File: src/rtl/mbc_banker.sv
// MBC1-style cartridge bank controller: decodes CPU writes into ROM/RAM bank registers.
// Define MBC_CART_RAM_EN to build cart RAM enable, select, write pulse and RAM banking.
module mbc_banker #(
    parameter int ROM_BANK_BITS = 7,
    parameter int RAM_BANK_BITS = 2
) (
    input  logic                       clock4,
    input  logic                       reset,
    input  logic [15:0]                address,
    input  logic [7:0]                 indata,
    input  logic                       store,
    input  logic                       load,
    output logic [ROM_BANK_BITS+13:0]  rom_address,
    output logic [RAM_BANK_BITS+12:0]  ram_address,
    output logic                       ram_select,
    output logic                       ram_write
);

    logic       store_q;
    logic       write_event;
    logic [4:0] low5;
    logic [1:0] upper2;
    logic       mode;
    logic [6:0] bank_full;
    logic [6:0] base_full;
    logic       unused_bits;

`ifdef MBC_CART_RAM_EN
    logic       ram_enable;
`endif

    // A long store strobe yields one event: only its first cycle sees store_q low.
    assign write_event = store & ~store_q;

    // NOTE: store_q resets high so a store held across reset release is already consumed.
    always_ff @(posedge clock4) begin
        if (reset) begin
            store_q <= 1'b1;
            low5    <= 5'h01;
            upper2  <= 2'b00;
            mode    <= 1'b0;
`ifdef MBC_CART_RAM_EN
            ram_enable <= 1'b0;
`endif
        end else begin
            store_q <= store;
            if (write_event) begin
                case (address[15:13])
`ifdef MBC_CART_RAM_EN
                    3'b000:  ram_enable <= (indata[3:0] == 4'hA);
`endif
                    3'b001:  low5   <= (indata[4:0] == 5'h00) ? 5'h01 : indata[4:0];
                    3'b010:  upper2 <= indata[1:0];
                    3'b011:  mode   <= indata[0];
                    default: ;
                endcase
            end
        end
    end

    assign bank_full = {upper2, low5};
    assign base_full = mode ? {upper2, 5'b00000} : 7'b0000000;

    always_comb begin
        if (address[15:14] == 2'b00) begin
            rom_address = {base_full[ROM_BANK_BITS-1:0], address[13:0]};
        end else begin
            rom_address = {bank_full[ROM_BANK_BITS-1:0], address[13:0]};
        end
    end

`ifdef MBC_CART_RAM_EN
    logic                     in_ram_window;
    logic [RAM_BANK_BITS-1:0] ram_bank;

    assign in_ram_window = (address[15:13] == 3'b101);
    assign ram_bank      = mode ? upper2[RAM_BANK_BITS-1:0] : {RAM_BANK_BITS{1'b0}};
    assign ram_select    = in_ram_window & ram_enable;
    assign ram_write     = write_event & ram_select & ~reset;
    assign ram_address   = {ram_bank, address[12:0]};
`else
    assign ram_select    = 1'b0;
    assign ram_write     = 1'b0;
    assign ram_address   = '0;
`endif

    // Reads never alter state; bank bits above ROM_BANK_BITS are dropped by design.
    assign unused_bits = ^{load, indata[7:5], bank_full, base_full, upper2};

endmodule

File: config.mk
export PLATFORM = sky130hd
export DESIGN_NAME = mbc_banker
export DESIGN_NICKNAME = d
export VERILOG_FILES = /design/src/rtl/mbc_banker.sv
export SDC_FILE = /design/constraint.sdc
export NUM_CORES = 1
export LEC_CHECK = 0
export BUFFER_PORTS_ARGS = -buffer_cell sky130_fd_sc_hd__buf_2
export CELL_PAD_IN_SITES_DETAIL_PLACEMENT = 1
export CELL_PAD_IN_SITES_GLOBAL_PLACEMENT = 1
export CORE_MARGIN = 8
export CORE_UTILIZATION = 27
export CTS_BUF_LIST = sky130_fd_sc_hd__clkbuf_2
export CTS_CLUSTER_SIZE = 8
export DETAILED_ROUTE_END_ITERATION = 8
export PLACE_DENSITY_LB_ADDON = 0.1
export SYNTH_ARGS = -nofsm -noshare
export SYNTH_HDL_FRONTEND = slang
export SYNTH_SLANG_ARGS = --single-unit
File: constraint.sdc
create_clock -name clock4 -period 2.05 [get_ports clock4]
set_input_delay 0 -clock clock4 [delete_from_list [all_inputs] [get_ports clock4]]
set_output_delay 0 -clock clock4 [all_outputs]
set_load 0.01 [all_outputs]
# Word level (Yosys, flattened, before mapping)
# Index checks and enable logic that the tools add are counted.
# totals
reg_bits,9
out_inout_bits,38
# classes
bitwise,2
reduce_logical,5
n_eq_ne,3
mux,3
# ops
op,n
21-bit two-way mux,1
7-bit two-way mux,1
"3-bit by 2-bit equality test with 1-bit output, second input constant",2
2-bit AND reduction,3
5-bit zero test,1
5-bit two-way mux,1
"3-bit by 1-bit equality test with 1-bit output, second input constant",1
2-bit zero test,1
1-bit bitwise AND,1
1-bit NOT,1

# Longest topological paths before layout
# Gate-level depths: netlist of run 1.
# logic_depth
ltp_word,3
mapped_depth,3
mapped_depth_nobuf,3

# Worst setup path after synthesis of run 1
# OpenSTA, ideal clock, no wires.
# synth_timing
path_kind,register -> register
from,register store_q
to,register low5[0]
path_slack_ps,996
stages_incl_launch_ff,4
required_ps,1927
arrival_ps,932
period_less_slack_ps,1054
path_buffers,0
path_cell_list,dfxtp_1 nand3b_4 or3_4 mux2i_1
# synth_via
elab_chain_len,3
# synth_lines
item,line,text
"start, declared",19,logic store_q;
"start signal, assigned",46,store_q <= store;
1-bit NOT,33,assign write_event = store & ~store_q;
1-bit bitwise AND,33,
2-bit AND reduction (no source line),n/a,
"end signal, assigned",52,3'b001: low5 <= (indata[4:0] == 5'h00) ? 5'h01 : indata[4:0];
"end, declared",21,logic [4:0] low5;
# No other way between the ends.
# A chain may end at the register's enable or synchronous reset.

# Final worst setup path of run 1
# Ends and elaborated chain as after synthesis.

==> metrics, run 1 <==
Reg2Reg Depth 3; Hold Path End rom_address[6]; Post-synth top cells buf_4, nand2b_1, dfxtp_1, mux2i_1, nor2b_1; cells after synthesis 80; crit-path max FO 4; max-slew violation count 0; cell taking the most area after synthesis buf_4; DR WL/cell 13.0 µm; Clock Latency Late Sink 250 ps; Worst R2R Start store_q; Die H 67.8 µm; Pwr per Cell Area 510 nW/µm²; worst hold stages 0; hold_buf cts 0; max cap viols 0; NumNets Final 115; area of the core 2500 µm²; kind of critical path register to register; post-synth cell types 18; crit path time final 1100 ps; CTS Root Buffer Type clkbuf_2; post-cts resize count 0; GR Util All Layers 0.0634; hold slack 0.00383 ps; EDFF count, synth 0; Max clock buf depth 2; Post-DRT Antenna Nets 0; Initial Util 0.289; Die ar. 4590 µm²; Filler cells 323; number of setup buffers added after CTS 0; mapped cell area 723 µm²; WP data arrival 1240 ps; r2r endpoint low5[0]; GRT Residual Overflow 0; final setup fails 0; Worst Skew 11.0 ps; Post-synth ARST share 0; area grow syn2layout -3.98%; FMAX 911 MHz; Pre-antenna DRT Iters 4; worst vdd ir 0.158 mV; final worst-path cycle share 0.535; CTS tree yes; sequential element share of the synthesized area 0.249; Worst Path Required 2200 ps; unrepaired setup endpoints after global routing false; Avg Cell Area, Syn 9.04 µm²; CTS buffer count 3; YS warnings 0; nature of the critical path startpoint register; most frequent cell after synthesis buf_4; Crit. End Element register; final WL 1.51 mm; Synth Register Bits 9; setup TNS 0 ps; clk sink count 9; Vias/cell 3.93; die width 67.8 µm; initial DRC count 5; # DRC 0; FP Rows 18; Via Count 456; Leakage Power 0.334 nW; fraction of layout cells with a size suffix above 1 0.314; post-synth top area share 0.322; HPWL after DPL 1.21 mm; initial antenna violation count 0; ys flop type dfxtp_1; GP Congestion 0.683; first-pass GRT wire length 2.16 mm; number of diodes 0; Hold Vio Cnt, Final 0; clock-pin transition on the worst setup and hold timing paths 110 ps; largest net degree at the start of global routing 16; vias in the first global route 495; worst hold start address[6]; PortBufs 18; top area cells in the synthesized netlist buf_4, dfxtp_1, nand2b_1; # H-tree levels 1; num ports 66; result of the run completed; Hold Path Class input port to output pin; reg2reg setup slack 950 ps
[state kept, by name, indices dropped and copies added, names as in the netlist]
signal / count
low5: 5
mode: 1
store_q: 1
upper2: 2
[kinds of logic (layout without fill, tap and decap cells)]
family / count (synthesis) / count (layout) / share of synthesized area
buf+inv: 32 / 22 / 0.327
simple gates: 27 / 27 / 0.280
flops: 9 / 9 / 0.249
mux: 7 / 7 / 0.0969
compound gates: 4 / 4 / 0.0415
other cells: 1 / 17 / 0.00519
[final cells by class]
class / count / area (µm²) / share of cell area
clock buffers: 4 / 20.0 / 0.0288
flip-flops and latches: 9 / 180 / 0.259
repair buffers: 18 / 90.1 / 0.130
well taps: 30 / 37.5 / 0.0541
multi-input cells: 55 / 367 / 0.528
[metrics by stage]
stage / area, µm² / setup slack [ps] / util / power [mW] / std cells
2_1_floorplan: 783 / 996 / - / 0.268 / 96
3_3_place_gp: 674 / 956 / 0.270 / 0.240 / 112
3_5_place_dp: 674 / 949 / 0.270 / 0.240 / 112
4_1_cts: 694 / 938 / 0.278 / 0.362 / 116
5_1_grt: 694 / 850 / 0.278 / 0.374 / 116
6_report: 694 / 953 / 0.278 / 0.354 / 116
[how the worst max path moves through the flow]
stage,end,start
after floorplan,low5[0],store_q
after global placement,low5[0],store_q
after detailed placement,low5[0],store_q
after CTS,low5[4],store_q
after global routing,low5[2],store_q
final,low5[0],store_q
[worst max-delay path, stage by stage (launching register included)]
cell and delay (ps):
dfxtp_1 340, nand3b_4 190, or3_4 360, mux2i_1 120
[report_power, final]
group          internal (mW)  switching, mW
combinational         0.0198         0.0383
sequential             0.177        0.00160
clock                 0.0519         0.0654
[layer usage]
layer | vias up | part of all wire | GRT usage
met1 | 202 | 0.42 | 0.0687
li1 | 225 | - | -
met2 | 29 | 0.48 | 0.0982
met5 | - | 0 | 0
met3 | 0 | 0.092 | 0.0199
met4 | 0 | 0 | 0.0548
[placed cells by master (no fill, tap or decap)]
cell | netlist | final
dfxtp_1 | 9 | 9
or2_2 | 1 | 1
mux2i_1 | 7 | 7
nor2b_1 | 6 | 6
nand2b_1 | 12 | 12
o21ai_0 | 1 | 1
nor3_2 | 1 | 1
nand3b_4 | 1 | 1
o31a_1 | 2 | 2
clkbuf_2 | 0 | 4
nor3_1 | 1 | 1
or3_4 | 1 | 1
nor4b_4 | 1 | 1
nor4_1 | 1 | 1
nor2_1 | 2 | 2
buf_2 | 0 | 18
o31ai_1 | 1 | 1
conb_1 | 1 | 17
Power figures use the tool's default switching activity.
==> run 2: changes to the inputs <==
--- a/config.mk
+++ b/config.mk
@@ -9,7 +9,7 @@
 export CELL_PAD_IN_SITES_DETAIL_PLACEMENT = 1
 export CELL_PAD_IN_SITES_GLOBAL_PLACEMENT = 1
 export CORE_MARGIN = 8
-export CORE_UTILIZATION = 27
+export CORE_UTILIZATION = 23
 export CTS_BUF_LIST = sky130_fd_sc_hd__clkbuf_2
 export CTS_CLUSTER_SIZE = 8
 export DETAILED_ROUTE_END_ITERATION = 8
==> constraint.sdc (replaced) <==
create_clock -name clock4 -period 0.92 [get_ports clock4]
set_input_delay 0 -clock clock4 [delete_from_list [all_inputs] [get_ports clock4]]
set_output_delay 0 -clock clock4 [all_outputs]
set_load 0.01 [all_outputs]
==> metrics, run 2 (synthesis results as in run 1) <==
result of the run complete, but fails checks; failing checks negative setup slack; final WL 1.63 mm (+7.9%); unrepaired setup endpoints after global routing true; reg2reg setup slack -160 ps (-1120 ps); # DRC 0 (unchanged); DR WL/cell 11.9 µm (-8.6%); Via Count 496 (+8.8%); FMAX 924 MHz (+1.4%); r2r endpoint low5[1]; area of the core 3030 µm² (+21%); GP Congestion 0.626 (-8.4%); Hold Path End rom_address[1]; Leakage Power 0.373 nW (+11%); final setup fails 10 (+10); Internal 0.568 mW (+130%); Worst Skew 0.798 ps (-10.2 ps); max-slew violation count 0 (unchanged); DR top layer met4; Clk network pwr share 0.320 (-0.011); # H-tree levels 1 (unchanged); Worst Path Required 1060 ps (-1140 ps); Pre-antenna DRT Iters 3 (-1); FP Rows 20 (+2); Slowest-stage cell, CP or3_4; sequential share of power 0.496 (-0.009); nature of the critical path startpoint register; setup TNS -689 ps (-689 ps); Reg2Reg Depth 3 (unchanged); Vias/cell 3.62 (-7.9%); CTS Root Buffer Type clkbuf_2; vias in the first global route 580 (+17%); die width 72.1 µm (+6.4%); CP max stage delay 350 ps (about the same); Filler cells 379 (+17%); worst hold start address[1]; Regs by FF count low5: 5 flops, upper2: 2 flops; WP data arrival 1220 ps (-20 ps); Gate power share 0.184 (+0.020); largest net degree at the start of global routing 16 (unchanged); Worst R2R Start store_q; CP Launch Point store_q; CTS tree yes; hold slack 0.00445 ps (+0.000625 ps); most frequent cells in the layout buf_2, conb_1, nand2b_1, mux2i_1, buf_4; number of flip-flops in the largest register 5 (unchanged); commonest non-fill, non-tap cell in the layout buf_2; Max clock buf depth 2 (unchanged); area grow syn2layout 7.61%; Sw Share 0.293 (-0.00420); crit-path max FO 3 (-1); Post-DRT Antenna Nets 0 (unchanged); final worst-path cycle share 1.18 (+0.641); Initial Util 0.239 (-0.0504); fraction of layout cells with a size suffix above 1 0.441 (+0.127); clk sink count 9 (unchanged); Clock Latency Late Sink 240 ps (about the same); initial DRC count 6 (+1); GR Util All Layers 0.0629 (-0.000471); clock-pin transition on the worst setup and hold timing paths 100 ps (about the same); number of diodes 0 (unchanged); HPWL after DPL 1.35 mm (+11%); wire length on met1 639 µm (+0.31%); first-pass GRT wire length 2.60 mm (+20%); crit path time final 1080 ps (-14.7 ps); Crit. End Element register; initial antenna violation count 0 (unchanged); metal2 WL 814 µm (+11%); Die ar. 5190 µm² (+13%); NetSw 0.236 mW (+120%); hold_buf cts 0 (unchanged); GRT Residual Overflow 0 (unchanged); max cap viols 0 (unchanged); worst vdd ir 0.356 mV (+120%); crit-path cells nand3b_4, or3_4, mux2i_1; NumNets Final 122 (+6.1%); Hold Path Class input port to output pin; kind of critical path register to register; Pwr per Cell Area 1030 nW/µm² (+100%); Biggest register low5; worst hold stages 0 (unchanged); WL met3 133 µm (-4.3%); CTS buffer count 3 (unchanged); final worst setup slack -162 ps (-1120 ps); Die H 72.1 µm (+6.4%); num ports 66 (unchanged); PortBufs 18 (unchanged); Hold Vio Cnt, Final 0 (unchanged)
-- run 2: worst max-delay path by stage --
stage                   end  slack, ps
floorplan           low5[0]       -130
CTS                 low5[1]       -160
detailed placement  low5[0]       -160
global placement    low5[0]       -150
global route        low5[0]       -220
finish              low5[1]       -160
-- run 2: cell type report --
cell class	count	area, µm²	area share
flip-flops and latches	9	185	0.238
well taps	44	55.1	0.0707
repair buffers	25	143	0.183
clock buffers	4	20.0	0.0257
multi-input cells	55	375	0.482
-- run 2: routing by layer --
metal,GRT usage,up-vias
li1,-,237
met1,0.0620,232
met2,0.107,21
met3,0.0165,6
met4,0.0544,0
met5,0,-
-- run 2: power groups by stage --
stage | Combinational [mW] | Sequential, mW | Clock (mW)
floorplan | 0.190 | 0.407 | 0
global placement | 0.143 | 0.407 | 0
detailed placement | 0.143 | 0.408 | 0
CTS | 0.145 | 0.399 | 0.281
global route | 0.164 | 0.399 | 0.299
finish | 0.148 | 0.398 | 0.257
-- run 2: timing repair --
action                     in CTS  in global routing
pin swaps                       4                  1
buffers inserted                1                  1
gates resized for setup         2                  5
setup endpoints to repair       9                 13
-- run 2: critical path: cells and delay by family, from the launching register on --
kind,cells,cell delay [ps]
DFF,1,340
and+or+nand+nor,2,510
muxes,1,130
-- run 2: through the flow --
step	instance area, µm²	power (mW)	worst slack, ps	utilization	instances
after detailed placement	731	0.551	-163	0.241	131
after CTS	759	0.825	-160	0.251	136
after global placement	731	0.550	-153	0.241	131
final	778	0.804	-162	0.257	137
after global routing	778	0.861	-215	0.257	137
after floorplan	785	0.597	-127	-	96
==> run 3: changes to the inputs <==
--- a/config.mk
+++ b/config.mk
@@ -5,11 +5,12 @@
 export SDC_FILE = /design/constraint.sdc
 export NUM_CORES = 1
 export LEC_CHECK = 0
+export ABC_AREA = 1
 export BUFFER_PORTS_ARGS = -buffer_cell sky130_fd_sc_hd__buf_2
 export CELL_PAD_IN_SITES_DETAIL_PLACEMENT = 1
 export CELL_PAD_IN_SITES_GLOBAL_PLACEMENT = 1
 export CORE_MARGIN = 8
-export CORE_UTILIZATION = 23
+export CORE_UTILIZATION = 21
 export CTS_BUF_LIST = sky130_fd_sc_hd__clkbuf_2
 export CTS_CLUSTER_SIZE = 8
 export DETAILED_ROUTE_END_ITERATION = 8
==> metrics, run 3 <==
HPWL after DPL 1.50 mm (+11%); NetSw 0.258 mW (+9.4%); mapped cell area 709 µm² (-1.9%); final worst-path cycle share 0.984 (-0.193); Pwr per Cell Area 1080 nW/µm² (+4.6%); # DRC 0 (unchanged); fraction of layout cells with a size suffix above 1 0.331 (-0.110); PortBufs 18 (unchanged); pre-CTS WS -15.2 ps (+148 ps); commonest non-fill, non-tap cell in the layout nor2_1; clock-pin transition on the worst setup and hold timing paths 100 ps (about the same); Leakage Power 0.399 nW (+7.0%); # H-tree levels 1 (unchanged); post-synth cell types 15 (-3); Regs by FF count low5: 5 flops, upper2: 2 flops; Clock Latency Late Sink 250 ps (about the same); Die ar. 5490 µm² (+5.8%); nature of the critical path startpoint register; kind of critical path register to register; final setup fails 0 (-10); Clk network pwr share 0.321 (about the same); Max clock buf depth 2 (unchanged); sequential element share of the synthesized area 0.254 (+0.00483); clk sink count 9 (unchanged); YS warnings 0 (unchanged); worst vdd ir 0.439 mV (+23%); FMAX 1110 MHz (+20%); max cap viols 0 (unchanged); final worst setup slack 15.2 ps (+178 ps); CTS tree yes; Worst R2R Start store_q; Hold Vio Cnt, Final 0 (unchanged); area grow syn2layout 6.70%; number of flip-flops in the largest register 5 (unchanged); result of the run completed; Pre-antenna DRT Iters 2 (-1); storage element area 186 µm² (+0.68%); most frequent cells in the layout nor2_1, buf_2, conb_1, nand2_1, inv_1; worst hold stages 0 (unchanged); NumNets Final 147 (+20%); Die H 74.1 µm (+2.8%); Layout Utilization 0.230 (-0.0265); reg2reg setup slack 20 ps (+180 ps); unrepaired setup endpoints after global routing true; GRT Residual Overflow 0 (unchanged); final WL 1.81 mm (+11%); first-pass GRT wire length 2.89 mm (+11%); sequential share of power 0.489 (-0.007); vias in the first global route 607 (+4.7%); Hold Path End rom_address[1]; CTS buffer count 3 (unchanged); GR Util All Layers 0.0683 (+0.00540); power after layout 0.818 mW (+1.8%); crit-path max FO 3 (unchanged); cells after synthesis 108 (+35%); Worst Skew 9.23 ps (+8.43 ps); Reg2Reg Depth 6 (+3); number of setup buffers added after CTS 0 (-1); r2r endpoint upper2[0]; Crit. End Element register; worst hold start address[1]; Post-synth ARST share 0 (unchanged); initial DRC count 14 (+8); Initial Util 0.216 (-0.0228); Internal 0.560 mW (-1.4%); Avg Cell Area, Syn 6.57 µm² (-27%); Synth Register Bits 9 (unchanged); CTS Root Buffer Type clkbuf_2; WP data arrival 1050 ps (-170 ps); Hold Path Class input port to output pin; most frequent cell after synthesis buf_4; DR WL/cell 11.0 µm (-7.1%); Worst Path Required 1070 ps (about the same); Post-DRT Antenna Nets 0 (unchanged); die width 74.1 µm (+2.8%); max-slew violation count 0 (unchanged); number of diodes 0 (unchanged); CP max stage delay 320 ps (-30 ps); crit-path cells inv_2, nand2_1, nor2_2, nand3_1, nand2_1, nor2_1; Sw Share 0.315 (+0.0221); initial antenna violation count 0 (unchanged); Gate power share 0.190 (+0.006); post-synth top area share 0.328 (+0.00624); largest net degree at the start of global routing 9 (-7); ys flop type dfxtp_1; Filler cells 443 (+17%); FP Rows 21 (+5.0%); EDFF count, synth 0 (unchanged); Slowest-stage cell, CP dfxtp_1; cell taking the most area after synthesis buf_4; Via Count 567 (+14%); Post-synth top cells buf_4, nor2_1, inv_1, nand2_1, dfxtp_1; num ports 66 (unchanged); crit path time final 905 ps (-178 ps); area of the core 3280 µm² (+8.5%); Vias/cell 3.46 (-4.5%); top area cells in the synthesized netlist buf_4, dfxtp_1, nor2_1; GP Congestion 0.660 (+5.4%); Multi-input gate area 323 µm² (-14%); Biggest register low5; crit-path most repeated cell nand2_1
==> run 3: cell count changes in the layout (fill, tap and decap cells not counted), moves of 4 or more <==
cell	before	now
buf_4	7	0
mux2i_1	7	0
nand2_1	0	14
nand2b_1	12	0
inv_1	0	12
nor2b_1	4	0
nand3_1	0	6
nor2_1	2	20
inv_2	0	4
==> run 3: repair_timing <==
item / CTS / global route
hold endpoints to repair: 1 / 0
setup endpoints to repair: 5 / 15
pin swaps: 1 / 5
hold buffers: 2 / 0
gates cloned: 1 / 0
resized for setup: 3 / 10
==> run 3: how the worst max path moves through the flow <==
stage               cells past startpoint     from   endpoint  slack, ps
finish                                  6  store_q  upper2[0]         20
global route                            6  store_q  upper2[0]        -70
CTS                                     6  store_q  upper2[0]          3
detailed placement                      6  store_q    low5[2]        -20
global placement                        6  store_q    low5[1]         -4
floorplan                               6  store_q    low5[1]         80
==> run 3: power groups by stage <==
| stage | logic, mW | registers (mW) | clock network [mW] |
|---|---|---|---|
| floorplan | 0.204 | 0.407 | 0 |
| global placement | 0.139 | 0.408 | 0 |
| detailed placement | 0.140 | 0.408 | 0 |
| CTS | 0.153 | 0.400 | 0.283 |
| global route | 0.178 | 0.401 | 0.308 |
| finish | 0.155 | 0.400 | 0.263 |
==> run 3: area by class of cell <==
cell class	count	area share
repair buffers	20	0.145
multi-input cells	69	0.426
well taps	46	0.0760
inverters	16	0.0793
clock buffers	4	0.0264
flip-flops and latches	9	0.246
==> run 3: metrics by stage <==
step | instances | setup TNS, ps | cell area (µm²) | hold WS, ps
after floorplan | 124 | 0 | 769 | 91.8
after global placement | 157 | -4.42 | 684 | 0.0686
after detailed placement | 157 | -44.2 | 684 | 0.0686
after CTS | 164 | 0 | 739 | 0.0686
after global routing | 164 | -432 | 757 | 0.0167
final | 164 | 0 | 757 | 0.00445
==> run 3: logic make-up after synthesis <==
group,after synthesis,share of synthesized area
compound gates,4,0.0353
simple gates,47,0.293
other cells,1,0.00529
buf+inv,47,0.413
flops,9,0.254
==> run 3: metal layers <==
metal / track usage / up-vias / share of wire
met5: 0 / - / 0
met4: 0.0399 / 0 / 0.020
met3: 0.0310 / 2 / 0.10
met2: 0.108 / 30 / 0.48
met1: 0.0731 / 243 / 0.40
li1: - / 292 / -
==> run 3: critical path: cells and delay by family (launching register included) <==
| family | cells | cell delay (ps) |
|---|---|---|
| and+or+nand+nor | 5 | 420 |
| buffers and inverters | 1 | 70 |
| DFF | 1 | 320 |
